===== config.mk =====
export PLATFORM = sky130hd
export DESIGN_NAME = sort_arbiter
export DESIGN_NICKNAME = d
export VERILOG_FILES = /design/src/rtl/sort_arb_pkg.sv /design/src/rtl/sort_arb_fifo.sv /design/src/rtl/sort_arbiter.sv
export SDC_FILE = /design/constraint.sdc
export NUM_CORES = 2
export LEC_CHECK = 0
export BUFFER_PORTS_ARGS = -buffer_cell sky130_fd_sc_hd__clkbuf_2
export CORE_AREA = 2 2 710 712
export CTS_CLUSTER_SIZE = 24
export DETAILED_ROUTE_END_ITERATION = 7
export DIE_AREA = 0 0 712 714
export PLACE_DENSITY = 0.31
export SLEW_MARGIN = 20
export SYNTH_ARGS = -nofsm -noshare
export SYNTH_HDL_FRONTEND = slang
export SYNTH_HIERARCHICAL = 1
export SYNTH_SLANG_ARGS = --single-unit

===== constraint.sdc =====
create_clock -name clk -period 11.1 [get_ports clk]
set_clock_uncertainty 0.1 [all_clocks]
set_input_delay 1.11 -clock clk [delete_from_list [all_inputs] [get_ports clk]]
set_output_delay 1.11 -clock clk [all_outputs]
set_load 0.005 [all_outputs]

===== src/rtl/sort_arb_pkg.sv =====
// Shared types for the sort_arbiter slice: element/vector typedefs, the result
// FIFO entry and the requester-id width helper.
package sort_arb_pkg;

  localparam int SA_WIDTH   = 32;
  localparam int SA_DEPTH   = 8;
  localparam int SA_NUM_REQ = 4;

  function automatic int id_width(input int n);
    return (n > 1) ? $clog2(n) : 1;
  endfunction

  localparam int SA_ID_W = id_width(SA_NUM_REQ);

  typedef logic [SA_WIDTH-1:0] elem_t;
  typedef elem_t [SA_DEPTH-1:0] vec_t;

  typedef struct packed {
    logic [SA_ID_W-1:0] id;
    vec_t               vec;
  } res_entry_t;

endpackage


===== src/rtl/sort_arb_fifo.sv =====
// Synchronous show-ahead FIFO (D a power of 2). The head word is visible
// combinationally and reads as zero while the FIFO is empty.
module sort_arb_fifo #(
  parameter int W = 8,
  parameter int D = 4
) (
  input  logic             clk,
  input  logic             rst,
  input  logic             wr_en,
  input  logic [W-1:0]     wr_data,
  input  logic             rd_en,
  output logic [W-1:0]     rd_data,
  output logic             empty,
  output logic [$clog2(D):0] count
);

  localparam int AW = $clog2(D);

  logic [W-1:0]  mem [D];
  logic [AW-1:0] wr_ptr_reg;
  logic [AW-1:0] rd_ptr_reg;
  logic [AW:0]   count_reg;
  logic          do_wr;
  logic          do_rd;

  // A write into a full FIFO is accepted only when a read frees a slot in the same cycle.
  assign do_rd = rd_en && (count_reg != '0);
  assign do_wr = wr_en && ((count_reg != (AW+1)'(D)) || do_rd);

  always_ff @(posedge clk) begin
    if (do_wr) mem[wr_ptr_reg] <= wr_data;
  end

  always_ff @(posedge clk or negedge rst) begin
    if (!rst) begin
      wr_ptr_reg <= '0;
      rd_ptr_reg <= '0;
      count_reg  <= '0;
    end else begin
      if (do_wr) wr_ptr_reg <= wr_ptr_reg + 1'b1;
      if (do_rd) rd_ptr_reg <= rd_ptr_reg + 1'b1;
      case ({do_wr, do_rd})
        2'b10:   count_reg <= count_reg + 1'b1;
        2'b01:   count_reg <= count_reg - 1'b1;
        default: count_reg <= count_reg;
      endcase
    end
  end

  assign empty   = (count_reg == '0);
  assign count   = count_reg;
  assign rd_data = empty ? '0 : mem[rd_ptr_reg];

endmodule


===== src/rtl/sort_arbiter.sv =====
// Round-robin, credit-limited sharing of one in-order sorter among NUM_REQ requesters.
// Optional watchdog enabled by defining SORT_ARB_WDOG_EN.
module sort_arbiter
  import sort_arb_pkg::*;
#(
  parameter int WIDTH        = SA_WIDTH,
  parameter int DEPTH        = SA_DEPTH,
  parameter int NUM_REQ      = SA_NUM_REQ,
  parameter int MAX_INFLIGHT = 4,
  parameter int WDOG_CYCLES  = 64
) (
  input  logic                             clk,
  input  logic                             rst,
  input  logic [NUM_REQ-1:0]               req_valid,
  output logic [NUM_REQ-1:0]               req_ready,
  input  logic [NUM_REQ*DEPTH*WIDTH-1:0]   req_data,
  output logic                             s_valid_in,
  output logic [DEPTH*WIDTH-1:0]           s_unsorted,
  input  logic                             s_valid_out,
  input  logic [DEPTH*WIDTH-1:0]           s_sorted,
  output logic                             resp_valid,
  input  logic                             resp_ready,
  output logic [$clog2(NUM_REQ)-1:0]       resp_id,
  output logic [DEPTH*WIDTH-1:0]           resp_data,
  output logic                             proto_err,
  output logic                             wdog_err
);

  localparam int ID_W  = id_width(NUM_REQ);
  localparam int VW    = DEPTH * WIDTH;
  localparam int CNT_W = $clog2(MAX_INFLIGHT) + 1;
  localparam int ENT_W = $bits(res_entry_t);

  logic [VW-1:0]    req_vec [NUM_REQ];
  logic [ID_W-1:0]  rr_ptr_reg;
  logic [ID_W-1:0]  rr_ptr_next;
  logic [ID_W-1:0]  winner;
  logic [ID_W:0]    cand;
  logic             found;
  logic             can_issue;
  logic             grant;
  logic             s_valid_in_reg;
  logic [VW-1:0]    s_unsorted_reg;
  logic             proto_err_reg;
  logic             tag_empty;
  logic             tag_pop;
  logic [ID_W-1:0]  tag_head;
  logic [CNT_W-1:0] inflight;
  logic [CNT_W-1:0] res_count;
  logic [CNT_W:0]   occupancy;
  logic             res_empty;
  res_entry_t       res_in;
  res_entry_t       res_out;

  genvar gi;
  generate
    for (gi = 0; gi < NUM_REQ; gi++) begin : g_req_vec
      assign req_vec[gi] = req_data[gi*VW +: VW];
    end
  endgenerate

  // First valid requester at or after rr_ptr, wrapping.
  always_comb begin
    found  = 1'b0;
    winner = '0;
    cand   = '0;
    for (int k = 0; k < NUM_REQ; k++) begin
      cand = {1'b0, rr_ptr_reg} + (ID_W+1)'(k);
      if (cand >= (ID_W+1)'(NUM_REQ)) cand = cand - (ID_W+1)'(NUM_REQ);
      if (!found && req_valid[cand[ID_W-1:0]]) begin
        found  = 1'b1;
        winner = cand[ID_W-1:0];
      end
    end
  end

  // Jobs in the sorter plus buffered results must never exceed the result FIFO depth.
  assign occupancy = {1'b0, inflight} + {1'b0, res_count};
  assign can_issue = occupancy < (CNT_W+1)'(MAX_INFLIGHT);

  always_comb begin
    req_ready = '0;
    if (rst && found && can_issue) req_ready[winner] = 1'b1;
  end

  assign grant       = |req_ready;
  assign rr_ptr_next = (winner == ID_W'(NUM_REQ - 1)) ? '0 : winner + 1'b1;

  always_ff @(posedge clk or negedge rst) begin
    if (!rst) begin
      rr_ptr_reg     <= '0;
      s_valid_in_reg <= 1'b0;
      s_unsorted_reg <= '0;
      proto_err_reg  <= 1'b0;
    end else begin
      s_valid_in_reg <= grant;
      if (grant) begin
        rr_ptr_reg     <= rr_ptr_next;
        s_unsorted_reg <= req_vec[winner];
      end
      if (s_valid_out && tag_empty) proto_err_reg <= 1'b1;
    end
  end

  // The tag FIFO occupancy is exactly the number of jobs inside the sorter.
  assign tag_pop = s_valid_out && !tag_empty;

  sort_arb_fifo #(.W(ID_W), .D(MAX_INFLIGHT)) u_tag_fifo (
    .clk     (clk),
    .rst     (rst),
    .wr_en   (grant),
    .wr_data (winner),
    .rd_en   (tag_pop),
    .rd_data (tag_head),
    .empty   (tag_empty),
    .count   (inflight)
  );

  always_comb begin
    res_in     = '0;
    res_in.id  = tag_head;
    res_in.vec = s_sorted;
  end

  sort_arb_fifo #(.W(ENT_W), .D(MAX_INFLIGHT)) u_res_fifo (
    .clk     (clk),
    .rst     (rst),
    .wr_en   (tag_pop),
    .wr_data (res_in),
    .rd_en   (resp_valid && resp_ready),
    .rd_data (res_out),
    .empty   (res_empty),
    .count   (res_count)
  );

  assign resp_valid = !res_empty;
  assign resp_id    = res_out.id;
  assign resp_data  = res_out.vec;
  assign s_valid_in = s_valid_in_reg;
  assign s_unsorted = s_unsorted_reg;
  assign proto_err  = proto_err_reg;

`ifdef SORT_ARB_WDOG_EN
  localparam int WD_W = $clog2(WDOG_CYCLES + 1);

  logic [WD_W-1:0] wdog_cnt_reg;
  logic            wdog_err_reg;

  // Flag raised on the same edge the count reaches WDOG_CYCLES.
  always_ff @(posedge clk or negedge rst) begin
    if (!rst) begin
      wdog_cnt_reg <= '0;
      wdog_err_reg <= 1'b0;
    end else if (s_valid_out) begin
      wdog_cnt_reg <= '0;
    end else if (inflight != '0 && wdog_cnt_reg != WD_W'(WDOG_CYCLES)) begin
      wdog_cnt_reg <= wdog_cnt_reg + 1'b1;
      if (wdog_cnt_reg == WD_W'(WDOG_CYCLES - 1)) wdog_err_reg <= 1'b1;
    end
  end

  assign wdog_err = wdog_err_reg;
`else
  assign wdog_err = 1'b0;
`endif

endmodule


==> flow_summary_export.csv <==
group,metric,value,unit
detailed_routing,drt-total-wl,450000,um
worst_setup_path,path_common_cell,"buf_4",
timing,tightest_slew,1330,ps
timing,slew_violations,0,
clock_tree,clock-sinks,1314,
logic_synthesis,async_flop_share,20.9,%
final_layout,fin_nets,6932,
logic_synthesis,ys_warn_count,6,
final_layout,final_common_cell,"clkbuf_2",
final_layout,final_area,82400,um^2
placement,routabilityCongestion,0.923,
detailed_routing,vias_per_cell,3.75,
detailed_routing,first_pass_iters,5,
pwr,p_total,24.3,mW
worst_setup_path,cp.arrival,6440,ps
floorplanning,ioPinCount,1810,
floorplanning,die_h,714,um
worst_setup_path,start_kind,"flip-flop",
clock_tree,ctsResizeCount,0,
floorplanning,coreArea,500000,um^2
timing,max_slew_margin,11.6,%
worst_setup_path,path_buf_inv,3,
pwr,power_density,295,nW/um^2
clock_tree,tritoncts,"done",
final_layout,synthToLayoutAreaGrowth,39.1,%
run_status,status,"completed",
final_layout,largest_register_ffs,1032,
worst_setup_path,r2r_slack,5220,ps
timing,fin_tns_setup,0,ps
placement,hpwl,360000,um
final_layout,finish.utilization,16.5,%
timing,period_needed,5880,ps
pwr,ir_drop,0.153,mV
grt,grt_pass1_wl,560000,um
logic_synthesis,ys_top_cells_by_area,"edfxtp_1 (53%), dfrtp_1 (12%), mux4_2 (9.9%), and2_1 (8.3%), a221oi_1 (7.6%)",
detailed_routing,drtIter0Drc,3862,
worst_hold_path,holdPathEnd,"u_res_fifo/mem[3][192]$_DFFE_PP_",
floorplanning,die_x,712,um
detailed_routing,drc,0,
pwr,total_leakage_power,29.8,nW
worst_setup_path,crit_slowest_cell,"buf_4",
logic_synthesis,synth.distinct_cells,55,
floorplanning,start_util,11.8,%
grt,antenna_found_initial,303,
logic_synthesis,synth_edf_count,1040,
final_layout,drive_above_1_share,43.8,%
worst_setup_path,path_cells,"mux2i_1 -> nand2_8 -> nand3_4 -> ha_1 -> nor2_1 -> nor2_1 -> a31oi_4 -> or2_4 -> buf_4 -> buf_4 -> buf_4 -> o31ai_1",
worst_hold_path,min-delay-path-class,"input pin to flip-flop",
clock_tree,htree_levels,4,
worst_setup_path,cp_top_family,"simple AND/OR/NAND/NOR gates",
grt,grt_max_degree,174,
placement,port-buffer-count,1808,
final_layout,final_cell_mix,"clkbuf_2 (1807), edfxtp_1 (1040), and2_1 (776), a221oi_1 (467), dfrtp_1 (272)",
final_layout,fillers,55772,
worst_setup_path,crit_path_max_fanout,99,
worst_setup_path,critPathKind,"flip-flop to flip-flop",
worst_setup_path,cp_slowest_stage_delay,710,ps
placement,preCtsSetupSlack,4450,ps
floorplanning,placementRows,260,
clock_tree,clk_pin_slew_worst_paths,60,ps
worst_setup_path,rr_startpoint,"rr_ptr_reg[0]$_DFFE_PN0P_",
worst_setup_path,reg2reg_depth,12,
timing,hold_ws,343,ps
worst_setup_path,cp-end-kind,"flip-flop",
clock_tree,cts_setup_buffers,0,
worst_hold_path,hold_path_depth,1,
worst_hold_path,hp-start,"s_sorted[192]",
clock_tree,cts_made_buffers,180,
timing,rsz0062_at_grt,"no",
logic_synthesis,syn_area_per_cell,15.2,um^2
grt,track_usage,17.0,%
detailed_routing,drt-wirelength-per-cell,35.9,um
logic_synthesis,synth_ff_type,"edfxtp_1",
placement,dpl_cell_area,76500,um^2
timing,fin_crit_sh,53.0,%
job,drv_cap,0,
logic_synthesis,yosys.area.top_type_share,52.7,%
clock_tree,cts_buffer_depth,4,
worst_setup_path,setup.worst_path.start,"rr_ptr_reg[0]$_DFFE_PN0P_",
clock_tree,cts_hold_buf,1,
logic_synthesis,synth_nets,5200,
floorplanning,die-area,508000,um^2
worst_setup_path,worstReg2RegEnd,"s_unsorted[27]$_DFFE_PN0P_",
detailed_routing,vias,47012,
logic_synthesis,syn_inst,3898,
grt,grt_overflow,0,
timing,fmax,170,MHz
final_layout,finalNonFillerCells,12542,
timing,hold_viol,0,
worst_setup_path,worst_ep_required_time,11660,ps
placement,dp_cells,12127,
grt,grt_pass1_vias,47755,
detailed_routing,antenna_left,0,
logic_synthesis,ys_ff_latch,1314,
timing,setup_ws,5220,ps
timing,setup_viol,0,
clock_tree,root_buffer,"clkbuf_16",
logic_synthesis,syn_area,59200,um^2
logic_synthesis,ys_seq_area_share,64.3,%
clock_tree,clk-insertion-delay-late,890,ps
logic_synthesis,yosys.area.top_type,"edfxtp_1",
worst max path at each step:
stage / to / cells past startpoint
2_1_floorplan: u_res_fifo/mem[0][0]$_DFFE_PP_ / 4
3_3_place_gp: s_unsorted[39]$_DFFE_PN0P_ / 13
3_5_place_dp: s_unsorted[1]$_DFFE_PN0P_ / 13
4_1_cts: s_unsorted[27]$_DFFE_PN0P_ / 12
5_1_grt: s_unsorted[27]$_DFFE_PN0P_ / 12
6_report: s_unsorted[27]$_DFFE_PN0P_ / 12
worst register-to-register path, delay by kind of cell (launching register included):
| kind | cells | cell delay (ps) |
|---|---|---|
| AND/OR/NAND/NOR | 5 | 1980 |
| multiplexers | 1 | 260 |
| buffers and inverters | 3 | 1710 |
| flip-flops | 1 | 590 |
| AO/OA/AOI/OAI | 2 | 480 |
| adder cells (fa/ha/maj) | 1 | 540 |
layer usage:
metal	up-vias	global-route usage, %	share of wire, %
met2	2195	30.9	52
li1	19331	-	-
met4	90	7.31	5.1
met3	787	4.11	6.2
met5	-	0	0.13
met1	24609	18.8	37
cell usage after synthesis, drive strengths merged, types with 3 or more instances:
cell type,n
nor2,6
nand2,6
a221oi,512
mux2,3
o22ai,3
dfrtp,274
a21o,3
xor2,4
mux4,260
edfxtp,1040
nor3,3
inv,17
clkbuf,278
o31ai,257
ha,12
nor3b,4
and2,781
o21ai,260
nand3,7
buf,125
xnor2,6
nor2b,5
power by group:
part / internal (mW) / switching [mW]
Combinational: 3.54 / 7.75
Clock: 3.28 / 2.40
Sequential: 6.64 / 0.715
Total: 13.5 / 10.9
layout make-up:
type,count,area [um^2],share of cell area [%]
timing repair buffer,1953,10300,12.5
tap,6681,8360,10.1
clock buffer,242,4840,5.87
inverter,17,71.3,0.0866
sequential,1314,38100,46.2
multi-input combinational,2164,19700,23.9
clock inverter,79,800,0.970
antenna,92,230,0.279
logic make-up (layout without fill, tap and decap cells):
kind of cell	after synthesis	after routing	share of synthesized area, %
xor gates and xnor gates	10	10	0.148
and+or+nand+nor	824	824	8.68
DFF	1314	1314	64.3
buffers and inverters	420	2291	3.21
AOI/OAI and AO/OA	1051	1051	13.4
adders and majority gates	14	14	0.321
other	1	93	0.00633
muxes	264	264	9.96
(Power assumes the default switching activity.)
